### config.mk
export PLATFORM = sky130hd
export DESIGN_NAME = hazard_scheduler
export DESIGN_NICKNAME = d
export VERILOG_FILES = /design/src/rtl/hazard_scheduler.sv
export SDC_FILE = /design/constraint.sdc
export NUM_CORES = 1
export LEC_CHECK = 0
export CAP_MARGIN = 0
export CELL_PAD_IN_SITES_DETAIL_PLACEMENT = 1
export CELL_PAD_IN_SITES_GLOBAL_PLACEMENT = 2
export CORE_UTILIZATION = 25
export DETAILED_ROUTE_END_ITERATION = 10
export PLACE_DENSITY = 0.79
export SKIP_CTS_REPAIR_TIMING = 1
export SLEW_MARGIN = 25
export SYNTH_ARGS = -nofsm -noshare
export SYNTH_HDL_FRONTEND = slang
export SYNTH_SLANG_ARGS = --single-unit
export TNS_END_PERCENT = 1
### constraint.sdc
create_clock -name clk -period 2.02 [get_ports clk]
set_input_delay 0.202 -clock clk [delete_from_list [all_inputs] [get_ports clk]]
set_output_delay 0.202 -clock clk [all_outputs]
set_load 0.01 [all_outputs]
### src/rtl/hazard_scheduler.sv
// Pipeline hazard unit: operand forwarding, load-use stalls, branch flushes and
// a data-memory wait freeze with a sticky timeout.
module hazard_scheduler #(
    parameter int TIMEOUT_CYC = 15
) (
    input  logic        clk,
    input  logic        reset,
    input  logic [4:0]  Rs1D,
    input  logic [4:0]  Rs2D,
    input  logic [4:0]  Rs1E,
    input  logic [4:0]  Rs2E,
    input  logic [4:0]  RdE,
    input  logic [4:0]  RdM,
    input  logic [4:0]  RdW,
    input  logic        RegWriteM,
    input  logic        RegWriteW,
    input  logic        ResultSrcE0,
    input  logic        PCSrcE,
    input  logic        MemReqM,
    input  logic        MemAckM,
    output logic        StallF,
    output logic        StallD,
    output logic        StallE,
    output logic        StallM,
    output logic        FlushD,
    output logic        FlushE,
    output logic [1:0]  ForwardAE,
    output logic [1:0]  ForwardBE,
    output logic        MemTimeout,
    output logic [15:0] StallCount
);

    typedef enum logic [1:0] {
        S_RUN,
        S_MEMWAIT,
        S_TIMEOUT
    } state_t;

    localparam logic [7:0] LP_LAST_WAIT = 8'(TIMEOUT_CYC - 1);

    state_t      r_state;
    state_t      w_next_state;
    logic [7:0]  r_wait_cnt;
    logic [7:0]  w_next_wait_cnt;
    logic [15:0] r_stall_cnt;
    logic        w_freeze;
    logic        w_lduse;

    // Writeback is the older source, so Memory takes priority when both match.
    always_comb begin
        ForwardAE = 2'b00;
        if (RegWriteM && (RdM != 5'd0) && (RdM == Rs1E))
            ForwardAE = 2'b10;
        else if (RegWriteW && (RdW != 5'd0) && (RdW == Rs1E))
            ForwardAE = 2'b01;
    end

    always_comb begin
        ForwardBE = 2'b00;
        if (RegWriteM && (RdM != 5'd0) && (RdM == Rs2E))
            ForwardBE = 2'b10;
        else if (RegWriteW && (RdW != 5'd0) && (RdW == Rs2E))
            ForwardBE = 2'b01;
    end

    assign w_lduse  = ResultSrcE0 && (RdE != 5'd0) && ((RdE == Rs1D) || (RdE == Rs2D));

    // MEMWAIT ignores MemReqM: a request withdrawn before its ack still holds the freeze.
    assign w_freeze = ((r_state == S_RUN) && MemReqM && !MemAckM)
                   || ((r_state == S_MEMWAIT) && !MemAckM)
                   || (r_state == S_TIMEOUT);

    // NOTE: sequential state uses non-blocking assignments so every register
    // samples the pre-edge values of the others.
    always_ff @(posedge clk or posedge reset) begin
        if (reset) begin
            r_state    <= S_RUN;
            r_wait_cnt <= 8'd0;
        end else begin
            r_state    <= w_next_state;
            r_wait_cnt <= w_next_wait_cnt;
        end
    end

    // NOTE: defaults at the top of every always_comb keep each path assigned,
    // so no latch is inferred.
    always_comb begin
        w_next_state    = r_state;
        w_next_wait_cnt = r_wait_cnt;
        case (r_state)
            S_RUN: begin
                if (MemReqM && !MemAckM) begin
                    w_next_state    = S_MEMWAIT;
                    w_next_wait_cnt = 8'd1;
                end else begin
                    w_next_wait_cnt = 8'd0;
                end
            end
            S_MEMWAIT: begin
                if (MemAckM) begin
                    w_next_state    = S_RUN;
                    w_next_wait_cnt = 8'd0;
                end else if (r_wait_cnt == LP_LAST_WAIT) begin
                    w_next_state    = S_TIMEOUT;
                end else begin
                    w_next_wait_cnt = r_wait_cnt + 8'd1;
                end
            end
            S_TIMEOUT: w_next_state = S_TIMEOUT;
            default: begin
                w_next_state    = S_RUN;
                w_next_wait_cnt = 8'd0;
            end
        endcase
    end

    // Freeze dominates, then a taken branch, then load-use.
    always_comb begin
        StallF = 1'b0;
        StallD = 1'b0;
        StallE = 1'b0;
        StallM = 1'b0;
        FlushD = 1'b0;
        FlushE = 1'b0;
        if (w_freeze) begin
            StallF = 1'b1;
            StallD = 1'b1;
            StallE = 1'b1;
            StallM = 1'b1;
        end else if (PCSrcE) begin
            FlushD = 1'b1;
            FlushE = 1'b1;
        end else if (w_lduse) begin
            StallF = 1'b1;
            StallD = 1'b1;
            FlushE = 1'b1;
        end
    end

    assign MemTimeout = (r_state == S_TIMEOUT);

    always_ff @(posedge clk or posedge reset) begin
        if (reset)
            r_stall_cnt <= 16'd0;
        else if (StallF && (r_stall_cnt != 16'hFFFF))
            r_stall_cnt <= r_stall_cnt + 16'd1;
    end

    assign StallCount = r_stall_cnt;

endmodule

# Word level (Yosys, flattened, before mapping)
# Index checks and enable logic that the tools add are counted.
dict set report totals {
  ff_bits 26
  out_inout_bits 27
  word_cells 62
}
dict set report classes {
  add_sub_neg 2
  eq_ne 13
  muxes 20
  n_bitwise 1
  n_reduce_logical 23
}
# operator count
set op_table {}
lappend op_table {{equality test 5 bit} 6}
lappend op_table {{one-hot mux 8 bit (3 select lines)} 1}
lappend op_table {{adder 16 x 1 -> 16 bit, second input constant} 1}
lappend op_table {{two-way mux 8 bit} 2}
lappend op_table {{inequality test 16 bit, second input constant} 1}
lappend op_table {{nonzero test 5 bit} 3}
lappend op_table {{logical AND 1 bit} 13}
lappend op_table {{two-way mux 1 bit} 11}
lappend op_table {{two-way mux 2 bit} 5}
lappend op_table {{adder 8 x 1 -> 8 bit, second input constant} 1}
lappend op_table {{equality test 8 x 4 -> 1 bit, second input constant} 1}
lappend op_table {{one-hot mux 2 bit (3 select lines)} 1}
lappend op_table {{AND reduction 2 bit} 2}
lappend op_table {{logical OR 1 bit} 3}
lappend op_table {{inequality test 3 x 2 -> 1 bit, second input constant} 1}
lappend op_table {{inequality test 3 bit, second input constant} 1}
lappend op_table {{equality test 2 x 1 -> 1 bit, second input constant} 1}
lappend op_table {{equality test 2 bit, second input constant} 1}
lappend op_table {{logical NOT 2 bit} 1}
lappend op_table {{inequality test 2 x 1 -> 1 bit, second input constant} 1}
lappend op_table {{logical NOT 1 bit} 1}
lappend op_table {{inverter 1 bit} 1}

# Depth between registers and ports, before layout
dict set report depth {
  ltp_word 7
  mapped_depth 7
  depth_no_buf 7
}

# Worst setup path before layout
# Ideal clock, no wire load.
dict set report synth_path {
  path_type {register -> register}
  startpoint {register r_stall_cnt[0] (netlist: StallCount[0])}
  endpoint {register r_stall_cnt[10] (netlist: StallCount[10])}
  setup_time_ns 0.126
  arrival_time_ns 1.627
  slack_ns 0.267
  stages_incl_launch_ff 8
  cell_sequence {dfrtp_1 > ha_1 > and3_1 > and3_1 > nand3_2 > buf_4 > nand4_1 > xnor2_1}
}
dict set report synth_between {
  elab_chain_cells 2
  word_cells_on_any_way 3
}
# element line_no
set synth_lines {}
lappend synth_lines {{start, declared} 45} ;# logic [15:0] r_stall_cnt;
lappend synth_lines {{start signal, assigned} 146} ;# r_stall_cnt <= r_stall_cnt + 16'd1;
lappend synth_lines {{parallel branches: the longest is 2 deep, another holds adder 16 x 1 -> 16 bit} -}
# Parallel ways; which one is timed is not known.
# A chain may end at the register's enable or synchronous reset.

# Worst setup path in the final report
dict set report layout_path {
  startpoint {input port RdM[1]}
  endpoint {output port ForwardAE[0]}
}
dict set report layout_between {
  elab_chain_cells 4
  word_cells_on_any_way 5
}
# element line_no
set layout_lines {}
lappend layout_lines {{start, declared} 13} ;# input logic [4:0] RdM,
lappend layout_lines {{nonzero test 5 bit} 52} ;# if (RegWriteM && (RdM != 5'd0) && (RdM == Rs1E))
lappend layout_lines {{logical AND 1 bit} 52}
lappend layout_lines {{logical AND 1 bit *} 52}
lappend layout_lines {{two-way mux 2 bit *} 52}
lappend layout_lines {{end, declared} 27} ;# output logic [1:0] ForwardAE,
# Mark *: on every way between the ends. The rest lies on a longest branch, timed or not.

==> impl_metrics.yaml <==
status:
  status: "complete, but fails checks"
  violations: "negative setup slack"
die:
  initial_core_util: 0.260
  die_h_um: 86.3
  core-area_um2: 6830
  fp.dieW_um: 86.3
  std_cell_rows: 30
  design.die.area_um2: 7450
  ioPinCount: 70
final_layout:
  layout-drive-gt1-share: 0.232
  nets: 332
  fin_area_um2: 2970
  areaGrowthSynthToFinish_pct: 67.3
  diodes: 0
  layout_commonest_cell: "clkdlybuf4s50_1"
  layout_common_cells: "clkdlybuf4s50_1 (55), buf_4 (36), xor2_1 (28)"
grt:
  grt_max_degree: 27
  grt_use_met2: 0.279
  grtUsageMet3: 0.0324
  grt.total_usage: 0.150
  busiest_layer: "met2"
  antenna_found_initial: 0
  grtUsageMet1: 0.177
  grt-ovfl-total: 0
  grt_pass1_vias: 1865
  grt_pass1_wl_mm: 8.92
logic_synthesis:
  yosysUniqueCellTypes: 36
  ys_ff_latch: 26
  seq_area_frac_synth: 0.366
  synth-warning-count: 0
  syn_inst: 181
  synth_nets: 227
  syn-cell-area_um2: 1780
  avgSynthCellArea_um2: 9.82
sta:
  slew_violations: 0
  rsz0062_at_grt: "yes"
  fin_crit_sh: 1.05
  worst_slack_ns: -0.111
  slew_headroom: 0.695
  worst_pin_slew_ns: 0.458
  min_period_ns: 2.13
  finalClockSkew_ns: 0.00353
  setup_viol: 1
  clock.fmax_mhz: 469
  finalHoldViolCount: 0
job:
  cap_violations: 0
worst_setup_path:
  end_kind: "output port"
  crit_end: "ForwardAE[0]"
  crit_path_start: "RdM[1]"
  crit_type: "primary input to output port"
  cp.arrival_ns: 1.93
  cp_max_fo: 2
  start_kind: "primary input"
  cp_num_buf_inv: 2
  slowest_stage: "or4_4"
  r2r_slack_ns: 0.24
  critPathMaxStageDelay_ns: 0.56
  crit_family: "simple AND/OR/NAND/NOR gates"
  ff2ff_path_depth: 6
  critical_path_depth: 6
  r2r-end: "StallCount[1]$_DFFE_PP0P_"
  crit-reg2reg-launch: "StallCount[7]$_DFFE_PP0P_"
  required_ns: 1.82
  crit_chain: "clkdlybuf4s50_1, or4_4, o21ai_4, nor4_4, nor4_2, clkbuf_2"
cts:
  cts-htree-levels: 1
  clk_path_buf_depth: 2
  clock_latency_ns: 0.27
  clkTransAtPathRegs_ns: 0.10
  cts_sinks: 26
  root_buffer: "clkbuf_8"
  cts_tree: "done"
  numCtsBuffers: 3
placement:
  place_area_um2: 2820
  port_buffers: 69
  hpwl_mm: 4.30
  place_congestion: 0.826
drt:
  routedWlPerCell_um: 13.8
  vias_per_cell: 4.47
  ant_nets: 0
  drt_iter0_drc: 29
  num_vias: 1702
  routed_wirelength_mm: 5.26
  dr.pass1.iters: 4
  drcViolationCount: 0
hold_path:
  hold_path_class: "primary input to async pin"
power_and_ir_drop:
  irDropWorstVdd_v: 0.000339
  power.total_uw: 1570
  power.leakage_uw: 0.00135
  powerDensity_nw_per_um2: 529
[report_power, final]
| group | internal [uW] | total, uW | switching (uW) |
|---|---|---|---|
| Clock | 175 | 349 | 175 |
| Combinational | 342 | 575 | 234 |
| Sequential | 583 | 649 | 66.4 |
| Total | 1100 | 1570 | 475 |
[cell usage after synthesis]
cell type  instances  area (um2)
nor2_1            12        45.0
xnor2_1           21         184
or3_1              1        6.26
buf_4              3        22.5
nand2_1            9        33.8
nor3_1             2        10.0
and4_1             1        8.76
dfrtp_1           26         651
a22oi_2            1        12.5
o22ai_1            1        6.26
o21ai_2            1        8.76
a21oi_1            3        15.0
a22o_1             2        17.5
and2_1             3        18.8
o2bb2ai_1          1        8.76
and3_1            11        68.8
inv_1              5        18.8
nand4b_1           2        17.5
a41oi_1            1        8.76
nand4_2            2        25.0
or4_1              5        37.5
o21ai_1            4        20.0
o21bai_4           1        18.8
and4bb_1           1        12.5
nor4_1             5        31.3
nand3_1            7        35.0
nand3_2            7        70.1
xor2_1            28         245
o21ai_0            2        10.0
nor2b_1            1        6.26
buf_6              1        11.3
or2_2              1        6.26
ha_1               3        37.5
nand4_1            4        25.0
mux2_1             1        11.3
nand2b_1           2        12.5
[cell families after synthesis]
| logic type | after synthesis | share of synthesized area |
|---|---|---|
| adders and majority gates | 3 | 0.0211 |
| buffers and inverters | 9 | 0.0296 |
| AOI/OAI and AO/OA | 17 | 0.0711 |
| and+or+nand+nor | 76 | 0.265 |
| xor gates and xnor gates | 49 | 0.241 |
| muxes | 1 | 0.00633 |
| DFF | 26 | 0.366 |
[registers in the layout, summed over array words and instances, names as in the netlist]
| signal | count |
|---|---|
| StallCount | 16 |
| r_wait_cnt | 8 |
| r_state | 2 |
[routing by layer]
layer	share of wire	wire, um	up-vias
met1	0.42	2200	818
met2	0.53	2790	40
met5	0	0	-
met3	0.045	236	2
met4	0.0055	29	0
li1	-	-	842
[how the worst min path moves through the flow]
stage,from,endpoint,depth (start not counted)
6_report,reset,StallCount[14]$_DFFE_PP0P_,3
5_1_grt,reset,StallCount[12]$_DFFE_PP0P_,3
4_1_cts,reset,StallCount[14]$_DFFE_PP0P_,3
3_5_place_dp,StallCount[9]$_DFFE_PP0P_,StallCount[9]$_DFFE_PP0P_,1
3_3_place_gp,StallCount[9]$_DFFE_PP0P_,StallCount[9]$_DFFE_PP0P_,1
2_1_floorplan,reset,StallCount[0]$_DFFE_PP0P_,1
[metrics by stage]
stage / std cells / hold slack [ns] / TNS [ns] / setup WS, ns / utilization
after global routing: 381 / 0.329 / -0.252 / -0.183 / 0.435
after detailed placement: 377 / 0.486 / -5.07 / -0.500 / 0.412
final: 381 / 0.280 / -0.111 / -0.111 / 0.435
after floorplan: 181 / 0.242 / 0 / 0.267 / -
after CTS: 381 / 0.299 / -2.71 / -0.524 / 0.421
after global placement: 377 / 0.480 / -4.67 / -0.511 / 0.412
[layout make-up]
type                            count  area (um2)
Inverter                            5        18.8
Clock buffer                        4        55.1
Timing Repair Buffer              104         968
Tap cell                           96         120
Multi-Input combinational cell    146        1160
Sequential cell                    26         651
Fill cell                         815        3860
[worst min-delay path, cell delays in order]
cell and delay, ns:
clkdlybuf4s50_1 0.40, inv_1 0.05, buf_4 0.31
Note: power is estimated with default switching activity, not from simulation.
